--- config.mk ---
export PLATFORM = sky130hd
export DESIGN_NAME = board_mine_placer
export DESIGN_NICKNAME = d
export VERILOG_FILES = /design/src/rtl/minesweeper_pkg.sv /design/src/rtl/lfsr8.sv /design/src/rtl/board_mine_placer.sv
export SDC_FILE = /design/constraint.sdc
export NUM_CORES = 1
export LEC_CHECK = 0
export CAP_MARGIN = 20
export CORE_MARGIN = 10
export CORE_UTILIZATION = 25
export DETAILED_ROUTE_END_ITERATION = 6
export GPL_TIMING_DRIVEN = 0
export SLEW_MARGIN = 20
export SYNTH_ARGS = -nofsm -noshare
export SYNTH_HDL_FRONTEND = slang
export SYNTH_SLANG_ARGS = --single-unit
--- constraint.sdc ---
create_clock -name clk -period 2.9 [get_ports clk]
set_input_delay 0.58 -clock clk [delete_from_list [all_inputs] [get_ports clk]]
set_output_delay 0.58 -clock clk [all_outputs]
set_load 0.01 [all_outputs]
--- src/rtl/minesweeper_pkg.sv ---
// Shared constants and types for the minesweeper board blocks.
//   Cell codes: 0..8 revealed neighbour count, 9 hidden safe, 10 hidden bomb.
//   Board is BOARD_W x BOARD_W, row-major, id = BOARD_W*row + col.
package minesweeper_pkg;

  localparam int unsigned BOARD_W     = 5;
  localparam int unsigned CELLS       = BOARD_W * BOARD_W;
  localparam int unsigned ID_W        = 5;
  localparam int unsigned HIDDEN_CODE = 9;
  localparam int unsigned BOMB_CODE   = 10;

  // Feedback taps of the 8-bit Fibonacci LFSR: l[7]^l[5]^l[4]^l[3]
  localparam logic [7:0] LFSR_TAPS = 8'b1011_1000;

  typedef enum logic [1:0] {
    ST_IDLE,
    ST_CLEAR,
    ST_PLACE,
    ST_FINISH
  } placer_state_e;

endpackage

--- src/rtl/lfsr8.sv ---
// 8-bit Fibonacci LFSR, shift-left, period 255 for any non-zero seed.
//   clk, reset_n : clock, synchronous active-low reset
//   load, seed   : load seed (priority over advance)
//   advance      : step one position
//   q            : current register value
module lfsr8
  import minesweeper_pkg::*;
(
  input  logic       clk,
  input  logic       reset_n,
  input  logic       load,
  input  logic [7:0] seed,
  input  logic       advance,
  output logic [7:0] q
);

  logic fb;

  assign fb = ^(q & LFSR_TAPS);

  always_ff @(posedge clk) begin
    if (!reset_n) begin
      q <= 8'h00;
    end else if (load) begin
      q <= seed;
    end else if (advance) begin
      q <= {q[6:0], fb};
    end
  end

endmodule

--- src/rtl/board_mine_placer.sv ---
// Builds a fresh board through the memory's single write port: clears all
// cells to the hidden code, then places NUM_BOMBS bombs at distinct
// pseudo-random cells, never on the player's first-clicked cell.
//   clk, reset_n       : clock, synchronous active-low reset
//   start              : one-cycle build request (ignored while busy)
//   seed_in, safe_id   : LFSR seed and protected cell, sampled on start
//   busy, done         : build in progress / one-cycle completion pulse
//   mem_wEn/addr/data  : registered write port to the board memory
module board_mine_placer
  import minesweeper_pkg::*;
#(
  parameter int unsigned DATA_WIDTH    = 32,
  parameter int unsigned ADDRESS_WIDTH = 12,
  parameter int unsigned CELLS         = minesweeper_pkg::CELLS,
  parameter int unsigned NUM_BOMBS     = 5,
  parameter int unsigned HIDDEN_CODE   = minesweeper_pkg::HIDDEN_CODE,
  parameter int unsigned BOMB_CODE     = minesweeper_pkg::BOMB_CODE,
  parameter logic [7:0]  LFSR_SEED     = 8'hA5
) (
  input  logic                     clk,
  input  logic                     reset_n,
  input  logic                     start,
  input  logic [7:0]               seed_in,
  input  logic [4:0]               safe_id,
  output logic                     busy,
  output logic                     done,
  output logic                     mem_wEn,
  output logic [ADDRESS_WIDTH-1:0] mem_addr,
  output logic [DATA_WIDTH-1:0]    mem_data
);

  localparam int unsigned OCC_W = 2 ** ID_W;
  localparam int unsigned CNT_W = $clog2(CELLS + 1);

  if (NUM_BOMBS > CELLS - 1) begin : g_bad_num_bombs
    $error("board_mine_placer: NUM_BOMBS must not exceed CELLS-1");
  end

  placer_state_e             state_q, state_d;
  logic [ID_W-1:0]           safe_q, safe_d;
  logic [ID_W-1:0]           idx_q, idx_d;
  logic [CNT_W-1:0]          cnt_q, cnt_d;
  logic [OCC_W-1:0]          occ_q, occ_d;
  logic                      busy_d, done_d, wen_d;
  logic [ADDRESS_WIDTH-1:0]  addr_d;
  logic [DATA_WIDTH-1:0]     data_d;

  logic                      lfsr_load, lfsr_adv;
  logic [7:0]                lfsr_seed, lfsr_q;
  logic [ID_W-1:0]           cand;
  logic                      accept;

  // Zero is the LFSR lock-up state, so it is replaced by the fixed seed
  assign lfsr_seed = (seed_in == 8'h00) ? LFSR_SEED : seed_in;

  lfsr8 u_lfsr (
    .clk     (clk),
    .reset_n (reset_n),
    .load    (lfsr_load),
    .seed    (lfsr_seed),
    .advance (lfsr_adv),
    .q       (lfsr_q)
  );

  // Candidate from the low bits; a locked-up (all-zero) LFSR never places
  assign cand   = lfsr_q[ID_W-1:0];
  assign accept = (|lfsr_q) && (32'(cand) < CELLS) && (cand != safe_q) && !occ_q[cand];

  // State and registered outputs
  always_ff @(posedge clk) begin
    if (!reset_n) begin
      state_q  <= ST_IDLE;
      safe_q   <= '0;
      idx_q    <= '0;
      cnt_q    <= '0;
      occ_q    <= '0;
      busy     <= 1'b0;
      done     <= 1'b0;
      mem_wEn  <= 1'b0;
      mem_addr <= '0;
      mem_data <= '0;
    end else begin
      state_q  <= state_d;
      safe_q   <= safe_d;
      idx_q    <= idx_d;
      cnt_q    <= cnt_d;
      occ_q    <= occ_d;
      busy     <= busy_d;
      done     <= done_d;
      mem_wEn  <= wen_d;
      mem_addr <= addr_d;
      mem_data <= data_d;
    end
  end

  // Next-state and next-output logic
  always_comb begin
    state_d   = state_q;
    safe_d    = safe_q;
    idx_d     = idx_q;
    cnt_d     = cnt_q;
    occ_d     = occ_q;
    busy_d    = busy;
    done_d    = 1'b0;
    wen_d     = 1'b0;
    addr_d    = mem_addr;
    data_d    = mem_data;
    lfsr_load = 1'b0;
    lfsr_adv  = 1'b0;

    case (state_q)
      ST_IDLE: begin
        if (start) begin
          safe_d    = safe_id;
          lfsr_load = 1'b1;
          occ_d     = '0;
          cnt_d     = '0;
          idx_d     = '0;
          busy_d    = 1'b1;
          state_d   = ST_CLEAR;
        end
      end

      ST_CLEAR: begin
        wen_d  = 1'b1;
        addr_d = ADDRESS_WIDTH'(idx_q);
        data_d = DATA_WIDTH'(HIDDEN_CODE);
        if (idx_q == ID_W'(CELLS - 1)) begin
          idx_d   = '0;
          state_d = (NUM_BOMBS == 0) ? ST_FINISH : ST_PLACE;
        end else begin
          idx_d = idx_q + ID_W'(1);
        end
      end

      ST_PLACE: begin
        lfsr_adv = 1'b1;
        if (accept) begin
          wen_d       = 1'b1;
          addr_d      = ADDRESS_WIDTH'(cand);
          data_d      = DATA_WIDTH'(BOMB_CODE);
          occ_d[cand] = 1'b1;
          cnt_d       = cnt_q + CNT_W'(1);
          if (cnt_d == CNT_W'(NUM_BOMBS)) begin
            state_d = ST_FINISH;
          end
        end
      end

      ST_FINISH: begin
        done_d  = 1'b1;
        busy_d  = 1'b0;
        state_d = ST_IDLE;
      end

      default: begin
        state_d = ST_IDLE;
      end
    endcase
  end

endmodule

==> results_dict.tcl <==
set metrics [dict create \
    status "completed" \
    switching_part_of_the_total 0.383 \
    cellPowerDensity_mw_per_mm2 796 \
    cts.sinks 68 \
    p_seq_frac 0.311 \
    worst_slew_margin_rel 0.642 \
    synth_cell_types 56 \
    gr-total-overflow 0 \
    timing.critical_path.required_ns 3.15 \
    cts_resized 0 \
    synth.largest_area_cell "sky130_fd_sc_hd__dfxtp_1" \
    synth_ff_type "sky130_fd_sc_hd__dfxtp_1" \
    cts_made_buffers 9 \
    worstRegToRegCells 10 \
    finish.cell_count_without_fillers 679 \
    fp.coreArea_mm2 0.0144 \
    area_growth_pct 24.7 \
    power.static_leakage_nw 1.90 \
    routed_wire_length_per_instance_um 13.6 \
    yosysMostFrequentCell "sky130_fd_sc_hd__dfxtp_1" \
    fp.dieArea_mm2 0.0198 \
    totalWireLength_um 9200 \
    fmaxAchievable_ghz 0.373 \
    drc 0 \
    first_iter_violations 120 \
    setup.worst_path.end_class "flip-flop" \
    initial_antenna_violation_count 0 \
    power_spent_charging_and_discharging_nets_mw 1.39 \
    root_buffer "sky130_fd_sc_hd__clkbuf_16" \
    final_antenna_net_count 0 \
    row_count 44 \
    asr_flop_ratio_synth 0 \
    numPlacedInstances 663 \
    floorplan.die.width_um 141 \
    worstPathMaxFanout 10 \
    worst_skew_pair.late_latency_ns 0.33 \
    finalHoldWorstSlack_ns 0.449 \
    cts_hold_buf 0 \
    nets 515 \
    postSynthAreaPerCell_um2 8.74 \
    grt_use_total 0.0914 \
    yosysWarnings 0 \
    clkSlewWorstSetupHoldPaths_ns 0.05 \
    start_util 0.253 \
    p_int_mw 2.24 \
    finClkSkew_ns 0.00437 \
    max_slew.worst_pin.slew_ns 0.536 \
    grt_first_pass_wirelength_um 15200 \
    tns_ns 0 \
    power.share.combinational 0.418 \
    placement.io_buffers 26 \
    yosysSeqAreaShare 0.373 \
    timing_hold_violations_final 0 \
    grt_max_degree 12 \
    cp-start-kind "flip-flop" \
    crit_type "flip-flop to flip-flop" \
    route.detailed.vias_per_inst 4.55 \
    cts_tree "built" \
    cp_data_arrival_time_ns 2.93 \
    htreeDepth 3 \
    post_synth_main_area_contributors "sky130_fd_sc_hd__dfxtp_1 37%, sky130_fd_sc_hd__buf_4 7.6%, sky130_fd_sc_hd__nand2_1 6.0%" \
    design.portCount 63 \
    rsz0062_at_grt "false" \
    cts_buffer_depth 2 \
    holdCritPathClass "flip-flop to flip-flop" \
    drive_above_1_share 0.143 \
    synth.top_cell.area_share 0.373 \
    edff_count_synth 0 \
    syn-cell-area_mm2 0.00365 \
    die-height_um 141 \
    relative_contribution_of_the_clock_network_to_total_power 0.272 \
    period_needed_ns 2.68 \
    num_antenna_cells 0 \
    min_path_cells 1 \
    gp_congestion 0.857 \
    via_count_of_the_first_global_routing_pass 3048 \
    yosys-top-cells-count "68 x sky130_fd_sc_hd__dfxtp_1, 58 x sky130_fd_sc_hd__nand2_1, 37 x sky130_fd_sc_hd__buf_4" \
    vias 3087 \
    timing.final.setup_violations 0 \
    fill_count 1546 \
    post-route-period-util 0.924 \
    post-cts-setup-buffers 0 \
    count_of_state_elements_after_synthesis 68 \
    synthesized_instance_count 418 \
    ir_drop_mv 0.486 \
    half_perimeter_wire_length_of_the_detailed_placement_result_um 6940 \
    power.total_mw 3.62 \
    maxCapViolations 0 \
    timing.final.max_slew_violations 0 \
    firstDrtPassIters 4 \
]
## through the flow
step	setup slack (ns)	utilization	area, um2
6_report	0.221	0.316	4550
5_1_grt	0.0176	0.316	4550
4_1_cts	0.144	0.315	4540
3_5_place_dp	0.182	0.296	4270
3_3_place_gp	0.202	0.296	4270
2_1_floorplan	0.702	-	3780
## power by group through the flow
stage	combinational (mW)	sequential, mW	clock, mW
after floorplan	1.07	1.14	0
final	1.51	1.13	0.985
after CTS	1.49	1.12	1.00
after global placement	1.48	1.14	0
after global routing	1.66	1.14	1.04
after detailed placement	1.48	1.14	0
## layout make-up
| class | count | area (um2) | area share |
|---|---|---|---|
| Timing Repair Buffer | 26 | 260 | 0.0572 |
| Sequential cell | 68 | 1360 | 0.299 |
| Tap cell | 184 | 230 | 0.0506 |
| Buffer | 61 | 404 | 0.0888 |
| Multi-Input combinational cell | 308 | 1970 | 0.432 |
| Clock buffer | 11 | 243 | 0.0533 |
| Inverter | 16 | 60.1 | 0.0132 |
| Clock inverter | 5 | 27.5 | 0.00605 |
## cells by family (layout without fill, tap and decap cells)
family / Yosys count / count (layout) / synth area share
adder cells (fa/ha/maj): 9 / 9 / 0.0308
buffers and inverters: 77 / 119 / 0.127
AND/OR/NAND/NOR: 151 / 151 / 0.218
multiplexers: 16 / 16 / 0.0644
AO/OA/AOI/OAI: 88 / 88 / 0.167
flip-flops: 68 / 68 / 0.373
XOR/XNOR: 8 / 8 / 0.0192
other: 1 / 36 / 0.00103
## path summary, 6_finish.rpt
| path | start | endpoint | slack, ns |
|---|---|---|---|
| setup / recovery | u_lfsr.q[4] | occ_q[2] | 0.22 |
| hold / removal | occ_q[29] | occ_q[29] | 0.45 |
| setup reg to reg | u_lfsr.q[4] | occ_q[2] | 0.22 |
| hold reg to reg | occ_q[29] | occ_q[29] | 0.45 |
## sequential cells by signal, indices dropped and copies added, names as in the netlist
register / count
busy: 1
mem_addr: 5
done: 1
mem_data: 3
safe_q: 5
u_lfsr.q: 8
idx_q: 5
mem_wEn: 1
cnt_q: 5
occ_q: 32
state_q: 2
## cells in the final DEF, fill, tap and decap left out, drive strengths merged, types with 5 or more instances in the layout
cell type / netlist / final
dfxtp: 68 / 68
mux2i: 7 / 7
inv: 16 / 16
a21boi: 11 / 11
mux4: 5 / 5
o211ai: 7 / 7
ha: 9 / 9
a22o: 5 / 5
nor2: 9 / 9
xnor2: 6 / 6
and2: 15 / 15
nand2: 59 / 59
and3: 8 / 8
o211a: 6 / 6
o21ai: 35 / 35
conb: 1 / 36
buf: 47 / 47
clkdlybuf4s50: 0 / 26
clkbuf: 14 / 25
nor2b: 6 / 6
nand4: 9 / 9
nand3: 23 / 23
## per-layer routing
layer	share of wire	global-route usage
met3	0.067	0.0292
met1	0.44	0.107
met4	0.015	0.0315
met2	0.48	0.154
met5	0	0
## critical path: stages (launching register included)
cell and delay [ns]:
sky130_fd_sc_hd__dfxtp_1 0.42, sky130_fd_sc_hd__buf_2 0.28, sky130_fd_sc_hd__inv_1 0.15, sky130_fd_sc_hd__ha_1 0.21, sky130_fd_sc_hd__nor4b_1 0.15, sky130_fd_sc_hd__mux2i_1 0.16, sky130_fd_sc_hd__nand4_1 0.15, sky130_fd_sc_hd__nor4_4 0.38
sky130_fd_sc_hd__buf_6 0.21, sky130_fd_sc_hd__nand3b_1 0.24, sky130_fd_sc_hd__o21ai_0 0.24
No activity file was read; power rests on OpenSTA's default activity.
